File: config.mk
export PLATFORM = sky130hd
export DESIGN_NAME = ball_motion_ctrl
export DESIGN_NICKNAME = d
export VERILOG_FILES = /design/src/rtl/ball_motion_ctrl.sv
export SDC_FILE = /design/constraint.sdc
export NUM_CORES = 1
export LEC_CHECK = 0
export ABC_AREA = 1
export ABC_CLOCK_PERIOD_IN_PS = 2200
export BUFFER_PORTS_ARGS = -buffer_cell sky130_fd_sc_hd__buf_4
export CAP_MARGIN = 20
export CELL_PAD_IN_SITES_DETAIL_PLACEMENT = 0
export CELL_PAD_IN_SITES_GLOBAL_PLACEMENT = 1
export CORE_AREA = 5 5 111 113
export CTS_BUF_LIST = sky130_fd_sc_hd__clkbuf_8
export DETAILED_ROUTE_END_ITERATION = 16
export DIE_AREA = 0 0 116 118
export PLACE_DENSITY = 0.74
export RECOVER_POWER = 25
export REMOVE_ABC_BUFFERS = 1
export SLEW_MARGIN = 10
export SYNTH_ARGS = -nofsm -noshare
export SYNTH_HDL_FRONTEND = slang
export SYNTH_SLANG_ARGS = --single-unit
File: constraint.sdc
create_clock -name clk -period 2.2 [get_ports clk]
set_input_delay 0.22 -clock clk [delete_from_list [all_inputs] [get_ports clk]]
set_output_delay 0.22 -clock clk [all_outputs]
set_load 0.01 [all_outputs]
File: src/rtl/ball_motion_ctrl.sv
// Frame-synchronous ball centre controller: steps x then y on each accepted frame_start, bouncing at the radius limits.
// Optional feature macro: BALL_BOUNCE_CNT_EN enables the 8-bit bounce counter (otherwise bounce_cnt is tied to 0).
module ball_motion_ctrl #(
    parameter int H_ACTIVE  = 640,
    parameter int V_ACTIVE  = 480,
    parameter int RADIUS    = 100,
    parameter int X_RESET   = 320,
    parameter int Y_RESET   = 240,
    parameter int FRAME_DIV = 1
) (
    input  logic       clk,
    input  logic       rst_n,
    input  logic       frame_start,
    input  logic [2:0] speed,
    input  logic       pause,
    output logic [9:0] ball_x,
    output logic [9:0] ball_y,
    output logic       pos_valid,
    output logic       bounce_x,
    output logic       bounce_y,
    output logic [7:0] bounce_cnt
);

    typedef enum logic [1:0] {IDLE, MOVE_X, MOVE_Y, COMMIT} state_t;

    localparam logic [10:0] X_LO     = 11'(RADIUS);
    localparam logic [10:0] X_HI     = 11'(H_ACTIVE - RADIUS);
    localparam logic [10:0] Y_LO     = 11'(RADIUS);
    localparam logic [10:0] Y_HI     = 11'(V_ACTIVE - RADIUS);
    localparam logic [9:0]  X_RST    = 10'(X_RESET);
    localparam logic [9:0]  Y_RST    = 10'(Y_RESET);
    localparam logic [3:0]  DIV_LAST = 4'(FRAME_DIV - 1);

    // Returns {bounce, new_dir, new_pos[9:0]}; dir 1 means moving toward increasing coordinates.
    function automatic logic [11:0] step_axis(input logic [10:0] pos, input logic dir,
                                              input logic [2:0] s, input logic [10:0] lo,
                                              input logic [10:0] hi);
        logic [10:0] sum;
        logic [10:0] lim;
        sum = pos + 11'(s);
        lim = lo + 11'(s);
        step_axis = {1'b0, dir, pos[9:0]};
        if (s != 3'd0) begin
            if (dir) begin
                if (sum >= hi) step_axis = {1'b1, 1'b0, hi[9:0]};
                else           step_axis = {1'b0, 1'b1, sum[9:0]};
            end else begin
                if (pos <= lim) step_axis = {1'b1, 1'b1, lo[9:0]};
                else            step_axis = {1'b0, 1'b0, pos[9:0] - 10'(s)};
            end
        end
    endfunction

    state_t      state_q, state_d;
    logic [3:0]  div_q, div_d;
    logic [9:0]  x_q, x_d, y_q, y_d;
    logic [9:0]  sx_q, sx_d, sy_q, sy_d;
    logic        dir_x_q, dir_x_d, dir_y_q, dir_y_d;
    logic        ndx_q, ndx_d, ndy_q, ndy_d;
    logic        bnx_q, bnx_d, bny_q, bny_d;
    logic [2:0]  spd_q, spd_d;
    logic        pos_valid_q, pos_valid_d;
    logic        bounce_x_q, bounce_x_d, bounce_y_q, bounce_y_d;
    logic [11:0] res_x, res_y;

    always_ff @(posedge clk or negedge rst_n) begin
        if (!rst_n) begin
            state_q <= IDLE;
            div_q   <= '0;
        end else begin
            state_q <= state_d;
            div_q   <= div_d;
        end
    end

    always_comb begin
        state_d = state_q;
        div_d   = div_q;
        case (state_q)
            IDLE: begin
                if (frame_start && !pause) begin
                    if (div_q == DIV_LAST) begin
                        state_d = MOVE_X;
                        div_d   = '0;
                    end else begin
                        div_d = div_q + 4'd1;
                    end
                end
            end
            MOVE_X:  state_d = MOVE_Y;
            MOVE_Y:  state_d = COMMIT;
            default: state_d = IDLE;
        endcase
    end

    always_comb begin
        res_x       = step_axis({1'b0, x_q}, dir_x_q, speed, X_LO, X_HI);
        res_y       = step_axis({1'b0, y_q}, dir_y_q, spd_q, Y_LO, Y_HI);
        x_d         = x_q;
        y_d         = y_q;
        sx_d        = sx_q;
        sy_d        = sy_q;
        dir_x_d     = dir_x_q;
        dir_y_d     = dir_y_q;
        ndx_d       = ndx_q;
        ndy_d       = ndy_q;
        bnx_d       = bnx_q;
        bny_d       = bny_q;
        spd_d       = spd_q;
        pos_valid_d = 1'b0;
        bounce_x_d  = 1'b0;
        bounce_y_d  = 1'b0;
        case (state_q)
            MOVE_X: begin
                spd_d                = speed;
                {bnx_d, ndx_d, sx_d} = res_x;
            end
            MOVE_Y: begin
                {bny_d, ndy_d, sy_d} = res_y;
            end
            COMMIT: begin
                x_d         = sx_q;
                y_d         = sy_q;
                dir_x_d     = ndx_q;
                dir_y_d     = ndy_q;
                pos_valid_d = 1'b1;
                bounce_x_d  = bnx_q;
                bounce_y_d  = bny_q;
            end
            default: ;
        endcase
    end

    always_ff @(posedge clk or negedge rst_n) begin
        if (!rst_n) begin
            x_q         <= X_RST;
            y_q         <= Y_RST;
            sx_q        <= X_RST;
            sy_q        <= Y_RST;
            dir_x_q     <= 1'b1;
            dir_y_q     <= 1'b1;
            ndx_q       <= 1'b1;
            ndy_q       <= 1'b1;
            bnx_q       <= 1'b0;
            bny_q       <= 1'b0;
            spd_q       <= '0;
            pos_valid_q <= 1'b0;
            bounce_x_q  <= 1'b0;
            bounce_y_q  <= 1'b0;
        end else begin
            x_q         <= x_d;
            y_q         <= y_d;
            sx_q        <= sx_d;
            sy_q        <= sy_d;
            dir_x_q     <= dir_x_d;
            dir_y_q     <= dir_y_d;
            ndx_q       <= ndx_d;
            ndy_q       <= ndy_d;
            bnx_q       <= bnx_d;
            bny_q       <= bny_d;
            spd_q       <= spd_d;
            pos_valid_q <= pos_valid_d;
            bounce_x_q  <= bounce_x_d;
            bounce_y_q  <= bounce_y_d;
        end
    end

`ifdef BALL_BOUNCE_CNT_EN
    logic [7:0] cnt_q, cnt_d;

    // A corner hit bounces both axes in one step but counts once.
    always_comb begin
        cnt_d = cnt_q;
        if (state_q == COMMIT && (bnx_q || bny_q)) cnt_d = cnt_q + 8'd1;
    end

    always_ff @(posedge clk or negedge rst_n) begin
        if (!rst_n) cnt_q <= '0;
        else        cnt_q <= cnt_d;
    end

    assign bounce_cnt = cnt_q;
`else
    assign bounce_cnt = '0;
`endif

    assign ball_x    = x_q;
    assign ball_y    = y_q;
    assign pos_valid = pos_valid_q;
    assign bounce_x  = bounce_x_q;
    assign bounce_y  = bounce_y_q;

endmodule

==> results of run 1 <==
-- area by class of cell --
cell class	instances	area, sq um	share of cell area [%]
Timing Repair Buffer	83	624.3	11.95
Inverter	77	289.0	5.532
Multi-Input combinational cell	416	2485	47.56
Tap cell	143	178.9	3.424
Sequential cell	58	1474	28.21
Clock buffer	11	151.4	2.898
Clock inverter	5	22.52	0.4310
-- metrics by stage --
stage               setup TNS (ns)  worst slack [ns]  util [%]
floorplan                        0            0.1055         -
global placement            -1.005           -0.1512     41.86
detailed placement          -1.162           -0.1521     41.86
CTS                        -0.1247          -0.05090     43.90
global route                -2.273           -0.1896     46.56
finish                     -0.3422          -0.09347     46.56
-- cells in the mapped netlist, drive strengths merged --
cell and number:
ha 21, xnor2 2, nand3b 2, nand4 6, xor2 12, or2 1
mux2 2, nand3 44, dfstp 16, o21bai 3, clkbuf 12, inv 76
fa 4, dfrtp 42, nor2 50, a21o 1, clkinv 1, a21oi 28
buf 10, nor3 11, conb 1, nand2 159, o21ai 62
-- where the power goes --
part           internal [mW]  leakage [nW]  total, mW  switching, mW
clock network          0.456         0.101      0.891          0.434
registers               1.66         0.693       2.11          0.447
logic                   2.31          1.88       5.67           3.36
-- worst max path at each step --
stage                               start                  end  slack, ns  cells past startpoint
finish              ball_y[0]$_DFFE_PN0P_  sy_q[1]$_DFFE_PN0N_      -0.09                     12
global route        ball_y[0]$_DFFE_PN0P_  sy_q[3]$_DFFE_PN0N_      -0.19                     10
CTS                 ball_x[0]$_DFFE_PN0P_  sx_q[4]$_DFFE_PN0N_      -0.05                     12
detailed placement  ball_x[0]$_DFFE_PN0P_  sx_q[5]$_DFFE_PN0N_      -0.15                     13
global placement    ball_x[0]$_DFFE_PN0P_  sx_q[4]$_DFFE_PN0N_      -0.15                     12
floorplan           ball_x[0]$_DFFE_PN0P_  sx_q[3]$_DFFE_PN0N_       0.11                     12
-- metal layers --
metal | track usage, % | up-vias | wire length (um)
met5 | 0 | - | 0
met4 | 4.714 | 0 | 104
met3 | 3.393 | 9 | 485
met2 | 27.84 | 95 | 5689
met1 | 22.17 | 1821 | 5119
li1 | - | 1943 | -
-- cell families after synthesis --
kind of cell | Yosys count
simple gates | 273
xor+xnor | 14
mux | 2
fa+ha+maj | 25
buf+inv | 99
flops | 58
compound gates | 94
other cells | 1
-- flip-flops by register name, summed over array words and instances, names as in the netlist --
register   cells
bounce_y       1
sy_q          10
sx_q          10
div_q          4
dir_x_q        1
dir_y_q        1
spd_q          3
ndx_q          1
ndy_q          1
bny_q          1
pos_valid      1
bounce_x       1
state_q        2
ball_y        10
bnx_q          1
ball_x        10
-- critical path, stage by stage, from the launching register on --
cell and delay, ns:
dfrtp_1 0.41, ha_2 0.22, fa_2 0.40, nand2_2 0.11, nand2_4 0.07, nand3_4 0.08, nand4_1 0.15, a21oi_4 0.34
buf_4 0.18, nand3_2 0.07, nand3_2 0.08, nand2_1 0.06, nand2_1 0.05
-- what timing repair did --
| item | in CTS | in global routing |
|---|---|---|
| hold buffers | 1 | 0 |
| setup buffers | 1 | 11 |
| gates resized for setup | 11 | 64 |
| setup endpoints to repair | 14 | 23 |
| endpoints found under the hold margin | 42 | 0 |
| pin swaps | 8 | 34 |
==> impl_metrics.toml, run 1 <==
[placed_design]
dpl.cell_count = 764
post_dp_cell_area_sq_mm = 0.004698
routabilityCongestion = 0.8956
dp_hpwl_um = 8200
io_buffers = 29

[logic_synthesis]
synthTopCellsByArea = "dfrtp_1 26%, nand2_1 14%, dfstp_2 10%"
ys_seq_area_share_pct = 36.11
synth_mux_area_share_pct = 0.5527
ys_ff_latch = 58
synth_top_family_by_area = "simple AND/OR/NAND/NOR gates"
synth_top_area_cell = "dfrtp_1"
yosys.area_share.simple_pct = 28.98
netlist_area_sq_mm = 0.004075
synth_area_per_cell_sq_um = 7.200
synth_adder_area_share_pct = 8.413
synth_cell_types = 32
synth_xor_area_share_pct = 3.009
yosys_warnings = 0
synthCells = 566
synth_compound_area_share_pct = 12.80
yosysTopAreaCellShare_pct = 25.79

[timing]
setup_violations = 9
rsz0062_at_grt = "yes"
finalCritPeriodShare_pct = 104.2
drv_slew = 0
hold_slack_ns = 0.1549
relSlewSlack_pct = 2.871
skew_ns = 0.009740
final_hold_viol_count = 0
layout_setup_ws_ns = -0.09347
worst_pin_slew_ns = 1.457
max_freq_ghz = 0.4360
min_period_ns = 2.293

[critical_path]
worstPathArrival_ns = 2.58
crit_type = "reg -> reg"
r2r_cells = 12
startpoint_type = "register"
cp-end-kind = "register"
ff2ff_setup_slack_ns = -0.09
r2r-end = "sy_q[1]$_DFFE_PN0N_"
worstPathRequired_ns = 2.48
cp_max_fo = 6
worstReg2RegStart = "ball_y[0]$_DFFE_PN0P_"

[hold_path]
hold_end = "spd_q[2]$_DFFE_PN0N_"
worstHoldPathType = "in -> reg"
min_from = "speed[2]"
holdPathStages = 3

[floorplanning]
core-area_sq_mm = 0.01122
dieArea_sq_mm = 0.01369
start_util_pct = 36.31
rows = 39
die_w_um = 116
io_pins = 38
dieHeight_um = 118

[pwr]
total_power_mw = 8.673
ir_worst_vdd_mv = 0.6121
p_leak_nw = 2.671
power_density_mw_per_mm2 = 1660

[detailed_routing]
drc = 0
antenna_left = 0
drt_iter0_markers = 184
detail_route.wl_per_cell_um = 14.37
avgViaCountPerCell = 4.878
dr.pass1.iters = 4
via_count = 3868
wl_um = 11400

[layout]
fin_nets = 677
layout-drive-gt1-share_pct = 29.38
n_antenna_cell = 0
fillers = 1134
layout_common_cells = "134 x nand2_1, 77 x buf_4, 74 x inv_1"
layout_commonest_cell = "nand2_1"
layout.cells.non_filler = 793
syn_to_final_growth_pct = 28.22
post-route-cell-area_sq_mm = 0.005225

[global_route]
grt_pass1_wl_um = 18670
antenna_found_initial = 0
gr-usage-all-layers_pct = 16.85
grt_max_degree = 59
grt_pass1_vias = 3824
grt_overflow = 0

[clock_tree]
cts_made_buffers = 9
cts-root-buf = "clkbuf_8"
cts_tree = "built"
clock_path_buffers = 2
cts.clk_slew.worst_paths_ns = 0.07
htree_levels = 3
clk_latency_ns = 0.34
cts.sinks = 58

[job]
maxCapViolCount = 0

[outcome]
violations = "setup timing"
outcome = "complete, but fails checks"
No activity file was read; power rests on OpenSTA's default activity.
==> inputs of run 2 (changes only) <==
ABC_AREA = default   (was 1)
CORE_AREA = 5 5 113 115   (was 5 5 111 113)
DIE_AREA = 0 0 118 120   (was 0 0 116 118)
PLACE_DENSITY = 0.7   (was 0.74)
==> impl_metrics.toml, run 2 <==
[outcome]
outcome = "complete, but fails checks"
violations = "setup timing"

[logic_synthesis]
yosys_warnings = 0
synthCells = 449
yosysTopAreaCellShare_pct = 25.20
synth_top_area_cell = "dfrtp_1"
ys.flop_type = "dfrtp_1"
netlist_area_sq_mm = 0.004170
synthArstFlopShare_pct = 100.0
synth_area_per_cell_sq_um = 9.288
ys_seq_area_share_pct = 35.28
ys_ff_latch = 58
synth_common_cells = "42 x dfrtp_1, 40 x nor2_1, 34 x nand2_1"
synth.most_common_cell = "dfrtp_1"
synth_cell_types = 69
synthTopCellsByArea = "dfrtp_1 25%, dfstp_2 10%, ha_1 6.3%"
synth_edf_count = 0

[layout]
syn_to_final_growth_pct = 46.38
layout-drive-gt1-share_pct = 49.14
layout_common_cells = "117 x buf_4, 39 x dfrtp_1, 37 x nor2_1"
layout_commonest_cell = "buf_4"
finalCoreUtilization_pct = 52.13
post-route-cell-area_sq_mm = 0.006105
fin_nets = 611
n_antenna_cell = 0

[pwr]
p_leak_nw = 2.653
ir_worst_vdd_mv = 0.8150
internal-power_mw = 5.665
power_density_mw_per_mm2 = 1620
combPwrFrac_pct = 69.7
p_clk_share_pct = 9.0
p_seq_share_pct = 21.3
power.switching_mw = 4.225
swShare_pct = 42.72

[detailed_routing]
dr.pass1.iters = 5
avgViaCountPerCell = 5.335
antenna_left = 0
wl_um = 12570
detail_route.wl_per_cell_um = 17.19
drt_iter0_markers = 323
drc = 0
via_count = 3900

[critical_path]
cp-end-kind = "register"
crit_type = "reg -> reg"
cpMostUsedCell = "buf_6"
startpoint_type = "register"
crit_buf_inv = 2
cp_max_fo = 3
path_cells = "ha_2, fa_2, nand2b_4, buf_6, nand2_4, nor4_4, o32ai_4, buf_6, a211o_1, a22o_1"
worstPathArrival_ns = 2.67
critPathTopFamily = "adder cells"
worstPathRequired_ns = 2.44
cp_slowest_cell = "dfrtp_1"
slowest_delay_ns = 0.40

[global_route]
grt_overflow = 0
grt_max_degree = 59
gr-usage-all-layers_pct = 17.65
grt_pass1_wl_um = 20440
grt_pass1_vias = 4040
antenna_found_initial = 0

[clock_tree]
htree_levels = 3
cts_made_buffers = 9
cts_tree = "built"
cts.sinks = 58
cts.clk_slew.worst_paths_ns = 0.07
cts-root-buf = "clkbuf_8"
clk_latency_ns = 0.35
clock_path_buffers = 2

[floorplanning]
dieArea_sq_mm = 0.01416
rows = 40
core-area_sq_mm = 0.01171
dieHeight_um = 120
die_w_um = 118
io_pins = 38
start_util_pct = 35.61

[timing]
drv_slew = 0
rsz0062_at_grt = "yes"
max_freq_ghz = 0.4113
layout_setup_ws_ns = -0.2313
worst_pin_slew_ns = 1.469
min_period_ns = 2.431
hold_slack_ns = 0.2345
finalCritPeriodShare_pct = 110.5
setup_violations = 22
final_hold_viol_count = 0
skew_ns = 0.01062
relSlewSlack_pct = 2.079

[placed_design]
pre_cts_ws_ns = -0.3990
dp_hpwl_um = 8697
routabilityCongestion = 0.8561
post_dp_cell_area_sq_mm = 0.005062
io_buffers = 29

[job]
maxCapViolCount = 0

[hold_path]
worstHoldPathType = "in -> reg"
[run 2: cell types whose count changed after synthesis, sizes merged, moves of 9 or more]
cell,before,now
xnor2,2,12
a21oi,28,19
a31oi,0,12
inv,76,22
nand3,44,8
mux2,2,21
mux2i,0,10
nand2,159,34
nor2,50,40
o21ai,62,30
[run 2: power groups by stage]
stage                     clock [mW]  sequential (mW)  combinational (mW)
after CTS                      0.930             2.08                6.25
final                          0.894             2.11                6.89
after floorplan                    0             2.15                2.73
after global routing           0.974             2.16                7.43
after detailed placement           0             2.06                5.15
after global placement             0             2.05                5.08
[run 2: timing repair]
action                     CTS  global route
setup endpoints to repair   24            24
setup buffers               18            14
pin swaps                   30            43
hold endpoints to repair    42             0
gates resized for setup     93            46
hold buffers                 1             0
[run 2: kinds of logic (layout without fill, tap and decap cells)]
| family | Yosys count | count (layout) | share of synthesized area, % |
|---|---|---|---|
| xor gates and xnor gates | 16 | 16 | 3.360 |
| buffers and inverters | 56 | 184 | 6.331 |
| DFF | 58 | 58 | 35.28 |
| and+or+nand+nor | 148 | 148 | 19.05 |
| adders and majority gates | 25 | 25 | 8.221 |
| AOI/OAI and AO/OA | 114 | 114 | 19.29 |
| other | 1 | 8 | 0.08992 |
| muxes | 31 | 31 | 8.371 |
[run 2: final cells by class]
cell class | instances | area (sq um)
fillers | 1068 | 5607
multi-input cells | 342 | 3009
flip-flops and latches | 58 | 1475
repair buffers | 146 | 1175
well taps | 147 | 183.9
clock buffers | 11 | 151.4
inverters | 22 | 87.58
clock inverters | 5 | 22.52
[run 2: per-stage QoR]
stage / setup TNS, ns / power, mW / instances
after floorplan: -2.265 / 4.883 / 422
after global placement: -4.842 / 7.130 / 684
after detailed placement: -6.187 / 7.213 / 684
after CTS: -2.025 / 9.263 / 718
after global routing: -4.464 / 10.57 / 731
final: -2.902 / 9.890 / 731
[run 2: metal layers]
layer  track usage (%)  part of all wire (%)  vias up
met2             30.02                    50      115
met3             3.440                   3.8       34
met5                 0                     0        -
li1                  -                     -     1866
met1             21.55                    43     1885
met4             8.100                   3.1        0
[run 2: worst reg2reg max path, stage by stage (launching register included)]
cell      delay (ns)
dfrtp_1         0.40
ha_2            0.21
fa_2            0.39
nand2b_4        0.11
buf_6           0.11
nand2_4         0.05
nor4_4          0.34
o32ai_4         0.16
buf_6           0.15
a211o_1         0.23
a22o_1          0.18
[run 2: worst paths after layout]
path                                          to  slack (ns)             startpoint  depth (start not counted)
max in group asynchronous  ball_y[1]$_DFFE_PN0P_        0.45                  rst_n                          2
min in group asynchronous    sy_q[8]$_DFFE_PN0N_        0.76                  rst_n                          2
min                         spd_q[2]$_DFFE_PN0N_        0.23               speed[2]                          4
max                          sy_q[2]$_DFFE_PN0N_       -0.23  ball_y[0]$_DFFE_PN0P_                         10
max reg2reg                  sy_q[2]$_DFFE_PN0N_       -0.23  ball_y[0]$_DFFE_PN0P_                         10
min reg2reg                 div_q[3]$_DFFE_PN0P_        0.48   div_q[3]$_DFFE_PN0P_                          1
